### src/rtl/mux_rr_pkg.sv
// Shared types and defaults for the two-lane round-robin nibble recombiner.
// Lane index type, lane constants and default geometry.
package mux_rr_pkg;

  typedef logic [0:0] lane_t;

  localparam lane_t LANE_0 = 1'b0;
  localparam lane_t LANE_1 = 1'b1;

  localparam int DEF_WIDTH = 4;
  localparam int DEF_DEPTH = 4;

endpackage

### src/rtl/mux_rr_4_bits_fifo_lane.sv
// Per-lane FIFO: registered count/pointers, combinational head output.
// Push to a full FIFO and pop of an empty FIFO are ignored.
module fifo_lane #(
  parameter int WIDTH = 4,
  parameter int DEPTH = 4
) (
  input  logic             clk,
  input  logic             reset,
  input  logic             push,
  input  logic [WIDTH-1:0] din,
  input  logic             pop,
  output logic [WIDTH-1:0] dout,
  output logic             empty,
  output logic             full
);

  localparam int AW = $clog2(DEPTH);
  localparam logic [AW:0] FULL_CNT = (AW+1)'(DEPTH);

  logic [WIDTH-1:0] mem [DEPTH];
  logic [AW-1:0]    wr_ptr;
  logic [AW-1:0]    rd_ptr;
  logic [AW:0]      count;
  logic             do_push;
  logic             do_pop;

  assign empty   = (count == '0);
  assign full    = (count == FULL_CNT);
  assign do_push = push & ~full;
  assign do_pop  = pop & ~empty;
  assign dout    = mem[rd_ptr];

  always_ff @(posedge clk or posedge reset) begin
    if (reset) begin
      wr_ptr <= '0;
      rd_ptr <= '0;
      count  <= '0;
    end else begin
      if (do_push) wr_ptr <= wr_ptr + 1'b1;
      if (do_pop)  rd_ptr <= rd_ptr + 1'b1;
      unique case ({do_push, do_pop})
        2'b10:   count <= count + 1'b1;
        2'b01:   count <= count - 1'b1;
        default: count <= count;
      endcase
    end
  end

  // Storage needs no reset; pointers and count define what is valid.
  always_ff @(posedge clk) begin
    if (do_push) mem[wr_ptr] <= din;
  end

endmodule

### src/rtl/mux_rr_4_bits.sv
// Two-lane round-robin recombiner with registered valid/ready output.
// Optional even-parity output enabled by defining MUX_RR_PARITY_EN.
module mux_rr_4_bits
  import mux_rr_pkg::*;
#(
  parameter int WIDTH = DEF_WIDTH,
  parameter int DEPTH = DEF_DEPTH
) (
  input  logic             clk,
  input  logic             reset,
  input  logic [WIDTH-1:0] deMux_4_bits_0,
  input  logic             valid_0,
  input  logic [WIDTH-1:0] deMux_4_bits_1,
  input  logic             valid_1,
  input  logic             ready,
  output logic [WIDTH-1:0] bus_out,
  output logic             valid_out,
  output logic             lane_out,
  output logic             full_0,
  output logic             full_1,
  output logic             overflow_0,
  output logic             overflow_1
`ifdef MUX_RR_PARITY_EN
  ,
  output logic             parity_out
`endif
);

  logic [WIDTH-1:0] dout_0;
  logic [WIDTH-1:0] dout_1;
  logic             empty_0;
  logic             empty_1;
  logic             push_0;
  logic             push_1;
  logic             pop_0;
  logic             pop_1;
  logic             load;
  logic             gnt_vld;
  lane_t            gnt;
  lane_t            rr_ptr;
  lane_t            rr_nxt;
  logic [WIDTH-1:0] head;

  assign push_0 = valid_0 & ~full_0;
  assign push_1 = valid_1 & ~full_1;

  fifo_lane #(
    .WIDTH (WIDTH),
    .DEPTH (DEPTH)
  ) u_lane_0 (
    .clk   (clk),
    .reset (reset),
    .push  (push_0),
    .din   (deMux_4_bits_0),
    .pop   (pop_0),
    .dout  (dout_0),
    .empty (empty_0),
    .full  (full_0)
  );

  fifo_lane #(
    .WIDTH (WIDTH),
    .DEPTH (DEPTH)
  ) u_lane_1 (
    .clk   (clk),
    .reset (reset),
    .push  (push_1),
    .din   (deMux_4_bits_1),
    .pop   (pop_1),
    .dout  (dout_1),
    .empty (empty_1),
    .full  (full_1)
  );

  assign load = ~valid_out | ready;

  always_comb begin
    gnt_vld = 1'b0;
    gnt     = LANE_0;
    rr_nxt  = rr_ptr;
    if (load) begin
      unique case (1'b1)
        (~empty_0 & ~empty_1): begin
          gnt_vld = 1'b1;
          gnt     = rr_ptr;
          rr_nxt  = ~rr_ptr;
        end
        (~empty_0 & empty_1): begin
          gnt_vld = 1'b1;
          gnt     = LANE_0;
          rr_nxt  = LANE_1;
        end
        (empty_0 & ~empty_1): begin
          gnt_vld = 1'b1;
          gnt     = LANE_1;
          rr_nxt  = LANE_0;
        end
        default: begin
          gnt_vld = 1'b0;
        end
      endcase
    end
  end

  assign pop_0 = gnt_vld & (gnt == LANE_0);
  assign pop_1 = gnt_vld & (gnt == LANE_1);
  assign head  = (gnt == LANE_1) ? dout_1 : dout_0;

  always_ff @(posedge clk or posedge reset) begin
    if (reset) begin
      rr_ptr     <= LANE_0;
      bus_out    <= '0;
      valid_out  <= 1'b0;
      lane_out   <= 1'b0;
      overflow_0 <= 1'b0;
      overflow_1 <= 1'b0;
    end else begin
      // A write seen against a full lane is lost even if that lane pops now.
      overflow_0 <= overflow_0 | (valid_0 & full_0);
      overflow_1 <= overflow_1 | (valid_1 & full_1);
      if (load) begin
        rr_ptr    <= rr_nxt;
        valid_out <= gnt_vld;
        if (gnt_vld) begin
          bus_out  <= head;
          lane_out <= gnt;
        end
      end
    end
  end

`ifdef MUX_RR_PARITY_EN
  always_ff @(posedge clk or posedge reset) begin
    if (reset) begin
      parity_out <= 1'b0;
    end else if (gnt_vld) begin
      parity_out <= ^head;
    end
  end
`endif

endmodule

### config.mk
export PLATFORM = sky130hd
export DESIGN_NAME = mux_rr_4_bits
export DESIGN_NICKNAME = d
export VERILOG_FILES = /design/src/rtl/mux_rr_pkg.sv /design/src/rtl/mux_rr_4_bits_fifo_lane.sv /design/src/rtl/mux_rr_4_bits.sv
export SDC_FILE = /design/constraint.sdc
export NUM_CORES = 1
export LEC_CHECK = 0
export ABC_AREA = 1
export CORE_MARGIN = 1
export CORE_UTILIZATION = 35
export CTS_CLUSTER_DIAMETER = 60
export DETAILED_ROUTE_END_ITERATION = 16
export GPL_TIMING_DRIVEN = 1
export PLACE_DENSITY = 0.64
export SKIP_LAST_GASP = 1
export SYNTH_ARGS = -nofsm -noshare
export SYNTH_HDL_FRONTEND = slang
export SYNTH_SLANG_ARGS = --single-unit
export TNS_END_PERCENT = 30
### constraint.sdc
create_clock -name clk -period 5.93 [get_ports clk]
set_input_delay 0.8895 -clock clk [delete_from_list [all_inputs] [get_ports clk]]
set_output_delay 0.8895 -clock clk [all_outputs]
set_load 0.1 [all_outputs]
=== After elaboration in Yosys (flattened, before gate mapping) ===
Memories as Yosys holds them, arrays and structs flattened.
Index checks and enable logic that the tools add are counted.

* Latch bits: 0
* Logic and storage cells: 71
* Bits in writable memories: 32
* Input bits: 13
* Register bits after elaboration: 23
* Output and inout bits: 10
* Bits in read-only memories: 0
* Memories kept: 2

{| class="wikitable"
|+ Memory list
! name !! depth !! width !! read ports !! clocked after Yosys merged registers in !! write ports !! line !! RTL
|-
| u_lane_0.mem || 4 || 4 || 1 || 0 || 1 || mux_rr_4_bits_fifo_lane.sv:20 || <nowiki>logic [WIDTH-1:0] mem [DEPTH];</nowiki>
|-
| u_lane_1.mem || 4 || 4 || 1 || 0 || 1 || mux_rr_4_bits_fifo_lane.sv:20 ||
|}

* Order comparisons: 0
* $mul: 0
* Reductions and logical operators: 8
* Add/sub/neg operators: 8
* Shift-type cells: 0
* Bitwise operators: 23
* Equality and inequality tests: 6
* Mux-type cells: 12
* Divide/modulo/power cells: 0

{| class="wikitable"
|+ Operators by type and width
! kind !! number
|-
| $and 1x1->1 || 13
|-
| $pmux 3 s2 || 2
|-
| $add 2x1->2 const B || 4
|-
| $mux 1 || 7
|-
| $not 1->1 || 7
|-
| $add 3x1->3 const B || 2
|-
| $eq 3x3->1 const B || 2
|-
| $logic_not 3->1 || 2
|-
| $sub 3x1->3 const B || 2
|-
| $eq 2x1->1 const B || 2
|-
| $eq 2x2->1 const B || 2
|-
| $mux 4 || 1
|-
| $reduce_and 2->1 || 2
|-
| $reduce_bool 2->1 || 2
|-
| $or 1x1->1 || 3
|-
| $pmux 1 s3 || 1
|-
| $reduce_bool 3->1 || 1
|-
| $reduce_or 3->1 || 1
|-
| $pmux 1 s2 || 1
|}

=== Longest topological paths before layout ===
* Word-level depth: 10
* Depth in mapped cells: 15
* Depth with buffers taken out: 15

=== Modules after synthesis ===
From an unflattened synthesis, not the netlist that was laid out.

* Cells, all modules: 273
* Area total of the unflattened synthesis: 2708.8 um^2

{| class="wikitable"
|+ By module, submodules not included
! module !! seq. area each (um^2) !! area each (um^2) !! times used !! cells each
|-
| fifo_lane || 655.6 || 1107.3 || 2 || 108
|-
| mux_rr_4_bits || 225.2 || 494.2 || 1 || 57
|}

=== Least setup slack after synthesis ===
No wires, ideal clock.

* Path kind: flip-flop to flip-flop
* Start: register u_lane_0.count[0]
* End: register u_lane_0.count[2]
* Buffers on the path: 0
* Data arrival time: 2.427 ns
* Setup time: 0.079 ns
* Clock period less this slack: 2.506 ns
* Required time: 5.851 ns
* Setup slack: 3.424 ns
* Stages on the path, launching flop included: 16
* Cell sequence: dfrtp_1 inv_1 nand3_1 inv_1 ha_1 inv_1 nand2_4 nor2_4 nand2_4 inv_1 ha_1 inv_1 fa_1 or2_2 nand2_1 xor2_1

* Word-level cells in the longest chain between the ends: 10
* Elaborated cells on any way between the ends: 23
* Those cells by class: add/sub (2); eq/ne (3); mux (5); bitwise (10); reduce/logical (3)

{| class="wikitable"
|+ Ends and longest elaborated chain
! item !! line !! RTL
|-
| start: declaration || mux_rr_4_bits_fifo_lane.sv:23 || <nowiki>logic [AW:0] count;</nowiki>
|-
| start signal: assignment || mux_rr_4_bits_fifo_lane.sv:42 || <nowiki>2'b10: count <= count + 1'b1;</nowiki>
|-
| start signal: assignment || mux_rr_4_bits_fifo_lane.sv:43 || <nowiki>2'b01: count <= count - 1'b1;</nowiki>
|-
| start signal: assignment || mux_rr_4_bits_fifo_lane.sv:44 || <nowiki>default: count <= count;</nowiki>
|-
| $logic_not 3->1 (*) || mux_rr_4_bits_fifo_lane.sv:27 || <nowiki>assign empty = (count == '0);</nowiki>
|-
| $not 1->1 || mux_rr_4_bits_fifo_lane.sv:30, mux_rr_4_bits.sv:83, mux_rr_4_bits.sv:88 ||
|-
| $and 1x1->1, on equally long branches || mux_rr_4_bits.sv:83, mux_rr_4_bits.sv:88 ||
|-
| $reduce_or 3->1 (no source line) or $pmux 1 s2 (tied branches) || - ||
|-
| $mux 1, on equally long branches || mux_rr_4_bits.sv:82, mux_rr_4_bits.sv:81 ||
|-
| $mux 1 or $not 1->1 (tied branches) || mux_rr_4_bits.sv:81, mux_rr_4_bits.sv:105 ||
|-
| $and 1x1->1 || mux_rr_4_bits.sv:105 || <nowiki>assign pop_0 = gnt_vld & (gnt == LANE_0);</nowiki>
|-
| $and 1x1->1 (*) || mux_rr_4_bits_fifo_lane.sv:30 || <nowiki>assign do_pop = pop & ~empty;</nowiki>
|-
| via u_lane_0.do_pop || mux_rr_4_bits_fifo_lane.sv:25 || <nowiki>logic do_pop;</nowiki>
|-
| $eq 2x1->1 or $eq 2x2->1 (tied branches) || mux_rr_4_bits_fifo_lane.sv:41 || <nowiki>unique case ({do_push, do_pop})</nowiki>
|-
| $pmux 3 s2 or $reduce_bool 2->1 (tied branches) || - ||
|}

The timed path passes the listed nets; every way through them passes the cells marked *.
A chain may end at the register's enable or synchronous reset.

=== Final worst setup path ===
* Start: register u_lane_1.count[1]
* End: output port full_1

* Word-level cells in the longest chain between the ends: 1

{| class="wikitable"
|+ Ends and longest elaborated chain
! item !! line !! RTL
|-
| start: declaration || mux_rr_4_bits_fifo_lane.sv:23 ||
|-
| start signal: assignment || mux_rr_4_bits_fifo_lane.sv:42 ||
|-
| start signal: assignment || mux_rr_4_bits_fifo_lane.sv:43 ||
|-
| start signal: assignment || mux_rr_4_bits_fifo_lane.sv:44 ||
|-
| $eq 3x3->1 || mux_rr_4_bits_fifo_lane.sv:28 || <nowiki>assign full = (count == FULL_CNT);</nowiki>
|-
| end: declaration || mux_rr_4_bits.sv:20 || <nowiki>output logic full_1,</nowiki>
|}

No other way between the ends.

==> results.md <==
- Detailed routing placed a total of between 2000 and 2500 um of wire on met2.
- The analysis attributes to cell leakage a power of roughly 0.0015 uW.
- Setup repair after global routing left no endpoint under its margin.
- The aggregate global-route resource usage is between 10% and 20%.
- The library cell with the largest summed area after synthesis is sky130_fd_sc_hd__edfxtp_1.
- During placement, the flow inserted port buffers numbering 22.
- The tree is rooted in a sky130_fd_sc_hd__clkbuf_8.
- The repair_antennas step left the layout with diodes totalling 0.
- For the worst setup path, the data required time is about 5000 ps.
- In the final routed layout, each cell accounts on average for 10.9 um.
- The critical path is of the reg2out type.
- The number of buffer and inverter stages on the critical path is 2.
- Once detail routing completed, the nets flagged for antenna violations numbered 0.
- The total of endpoints with negative setup slack in the final report is 0.
- The highest fanout seen on the critical path is 3.
- The clock slew seen by the registers of the worst setup and hold paths is 80 ps.
- In this design, the stage delay of the slowest critical-path cell is between 1000 and 1500 ps.
- The signal on the critical path passes through nor2_2 > nand2_2 > inv_1 > clkdlybuf4s50_1.
- Timing would allow up to between 0.3 and 0.4 GHz.
- The number of global-route vias before repair is 1716.
- The netlist area before placement is 2700 um2.
- The remaining global-route overflow is 0.
- The H-tree generated during clock tree synthesis spans 2 levels.
- Of the total power, combinational logic draws 45.5%.
- Broken down by cell family, the worst path's largest delay share belongs to buffers and inverters.
- The mean cell area of the mapped netlist is 9.84 um2.
- The total detailed-routing wirelength is approximately 4400 um.
- STA classifies the critical path endpoint as an output pin.
- Prior to clock tree synthesis, the placed netlist has a worst setup slack of about 2800 ps.
- The share of the synthesized area in the top cell type is 35.6%.
- The count of warnings emitted by yosys is 0.
- The maximum buffer depth of the clock tree is 2.
- Hold repair after CTS inserted 0 buffers.
- The clock arrives with 11.6 ps of skew.
- The routed length on met3 is 138 um.
- After clock tree synthesis, the setup repair step added 0 buffers.
- The detailed-route wire length on metal 1 is 2150 um.
- The number of detailed-routing iterations run before antenna repair is 4.
- The net count of the finished layout is between 300 and 400.
- Counting every sink on the clock net gives 55.
- Sorting the synthesized cells by area gives the leading types as sky130_fd_sc_hd__edfxtp_1, sky130_fd_sc_hd__dfrtp_1, sky130_fd_sc_hd__nand2_1.
- The leading register cell type out of synthesis is sky130_fd_sc_hd__edfxtp_1.
- For the pin with the worst max-slew slack, the measured transition is 980 ps.
- The number of DRC markers in iteration 0 is 109.
- The sequential-to-total area share from yosys stat is 57.0%.
- The net switching fraction of the power is 43.7%.
- The worst hold path belongs to the class reg2reg.
- The final critical-path setup slack is 2860 ps.
- The initial antenna violation count is 0.
- The run finished with clean final reports.
- The wire length of the first global-routing pass is 7780 um.
- The max-slew violation count came to 0.
- The area growth from synthesis to layout is 16.8%.
- The worst pin sits at a relative slew slack of 34.5%.
- The fraction of power consumed by sequential logic is 37.3%.
- At the worst endpoint, the arrival time is between 2000 and 2500 ps.
- Yosys mapped the design onto 24 distinct sky130hd cell types.
- The final route contains 1698 vias.
- In this run, CTS created clock tree buffers numbering 5.
- The I/O pin count is 23.
- Across all register-to-register paths, the minimum setup slack is ~3200 ps.
- The die width is approximately 90 um.
- Setup total negative slack on the finished layout was measured at 0 ps.
- Signal routing reaches up to met4.
- In the finished design, the share of the clock period the worst path needs comes to 51.7%.
- The routability congestion estimate from global placement is 0.765.
- In the layout the commonest cells are sky130_fd_sc_hd__nand2_1, sky130_fd_sc_hd__inv_1, sky130_fd_sc_hd__edfxtp_1, sky130_fd_sc_hd__nand3_1, sky130_fd_sc_hd__dfrtp_1.
- Cell internal power was estimated by the tool at 930 uW.
- Counting every instance in the synthesized netlist gives 274.
- Subtracting the final worst setup slack from the clock period gives 3070 ps.
- Synthesis produced a netlist with a net count of about 300.
- The die outline height is 89.8 um.
- In this run the power density over the cells is between 500 and 600 nW/um2.
- The net switching component of the power is 723 uW.
- After synthesis, the share of flip-flops with an asynchronous set or reset is a little over two fifths.
- Max-cap violations in this run came to 0.
- Once the floorplan was initialized, standard cells occupied 36.8% of the core.
- On the critical path, the stage with the largest delay is an instance of sky130_fd_sc_hd__clkdlybuf4s50_1.
- The flop and latch count out of synthesis is 55.
- The final-report hold violation count is 0.
- In the routed layout, each cell is associated on average with a via count of 4.26.
- The core outline area is 7330 um2.
- Across the VDD grid, the largest voltage drop is between 0.2 and 0.3 mV.
- Of the total power, the clock network draws 17.2%.
- STA classifies the critical path startpoint as a flip-flop.
- In this run, synthesis inferred 32 flip-flops with an integrated enable.
- The die covers roughly 8100 um2.
- The worst-skew pair later-pin latency is 300 ps.
- The CTS tree is yes.
- The ratio of cells with drive above 1 in the final layout is 10.0%.
- The number of gates given a new drive strength after cts is 0.
- Entering global routing, the biggest net connects 24 pins.
- The count of standard-cell rows is 31.
- After detailed routing, the number of remaining DRC violations is 0.
- Summed over all nets, the half-perimeter wirelength after detailed placement is 3240 um.
- The library cell used most frequently in the layout, excluding fill and tap cells, is sky130_fd_sc_hd__nand2_1.
power by group through the flow:
| stage | Clock (uW) | Sequential, uW | Combinational [uW] |
|---|---|---|---|
| after CTS | 293 | 616 | 762 |
| after global placement | 0 | 624 | 742 |
| after floorplan | 0 | 707 | 508 |
| final | 285 | 616 | 752 |
| after detailed placement | 0 | 625 | 755 |
| after global routing | 308 | 632 | 844 |
metal layers:
layer / GRT usage (%) / vias to the layer above
li1: - / 890
met4: 5.33 / 0
met5: 0 / -
met1: 16.3 / 778
met3: 1.95 / 2
met2: 19.2 / 28
state kept, by name, summed over array words and instances, names as in the netlist:
register         count
bus_out              4
lane_out             1
overflow_0           1
overflow_1           1
rr_ptr               1
u_lane_0.count       3
u_lane_0.mem        16
u_lane_0.rd_ptr      2
u_lane_0.wr_ptr      2
u_lane_1.count       3
u_lane_1.mem        16
u_lane_1.rd_ptr      2
u_lane_1.wr_ptr      2
valid_out            1
cells in the mapped netlist, types with 3 or more instances:
cell type                   n
sky130_fd_sc_hd__nand2_1   70
sky130_fd_sc_hd__inv_1     54
sky130_fd_sc_hd__edfxtp_1  32
sky130_fd_sc_hd__nand3_1   25
sky130_fd_sc_hd__dfrtp_1   23
sky130_fd_sc_hd__ha_1      14
sky130_fd_sc_hd__nor2_1    12
sky130_fd_sc_hd__nand2_2    7
sky130_fd_sc_hd__xor2_1     5
sky130_fd_sc_hd__inv_2      4
sky130_fd_sc_hd__nand2_4    4
sky130_fd_sc_hd__a21oi_1    3
sky130_fd_sc_hd__nor2_4     3
sky130_fd_sc_hd__o21ai_0    3
sky130_fd_sc_hd__xnor2_1    3
kinds of logic after synthesis:
logic type	count (synthesis)	synth area share [%]
flip-flops	55	57.0
AO/OA/AOI/OAI	10	2.37
AND/OR/NAND/NOR	123	21.1
XOR/XNOR	8	2.60
adder cells (fa/ha/maj)	16	7.98
buffers and inverters	62	9.00
worst reg2reg max path, cell delays in order (launching register included):
cell and delay (ps):
sky130_fd_sc_hd__dfrtp_1 360, sky130_fd_sc_hd__inv_1 80, sky130_fd_sc_hd__nand3_1 240, sky130_fd_sc_hd__inv_1 110
sky130_fd_sc_hd__ha_1 240, sky130_fd_sc_hd__inv_1 100, sky130_fd_sc_hd__nand2_4 100, sky130_fd_sc_hd__nor2_4 170
sky130_fd_sc_hd__nand2_4 90, sky130_fd_sc_hd__inv_1 70, sky130_fd_sc_hd__ha_1 130, sky130_fd_sc_hd__inv_1 60
sky130_fd_sc_hd__fa_1 370, sky130_fd_sc_hd__or2_2 300, sky130_fd_sc_hd__nand2_1 80, sky130_fd_sc_hd__xor2_1 160
cell type report:
class                           instances  area, um2
Tap cell                               99        124
Clock buffer                            6       72.6
Timing Repair Buffer                   22        220
Inverter                               58        218
Fill cell                             711       4180
Sequential cell                        55       1540
Multi-Input combinational cell        157        917
Clock inverter                          2       60.1
final timing paths:
check | from | endpoint | cells after the start
min in group asynchronous | reset | bus_out[1]$_DFFE_PP0P_ | 2
max in group asynchronous | reset | u_lane_0.wr_ptr[1]$_DFFE_PP0P_ | 2
min reg2reg | u_lane_0.count[0]$_DFFE_PP0P_ | u_lane_0.count[0]$_DFFE_PP0P_ | 1
max | u_lane_1.count[1]$_DFFE_PP0P_ | full_1 | 4
min | u_lane_0.count[0]$_DFFE_PP0P_ | u_lane_0.count[0]$_DFFE_PP0P_ | 1
max reg2reg | u_lane_0.count[0]$_DFFE_PP0P_ | u_lane_0.count[2]$_DFFE_PP0P_ | 15
metrics by stage:
step	std cells	utilization (%)	cell area, um2	total power (uW)	hold WS, ps
after floorplan	274	-	2700	1220	437
after detailed placement	391	41.1	3020	1380	446
after global routing	399	42.9	3150	1780	501
after global placement	391	41.1	3020	1370	443
final	399	42.9	3150	1650	465
after CTS	399	42.9	3150	1670	471
Power figures use the tool's default switching activity.
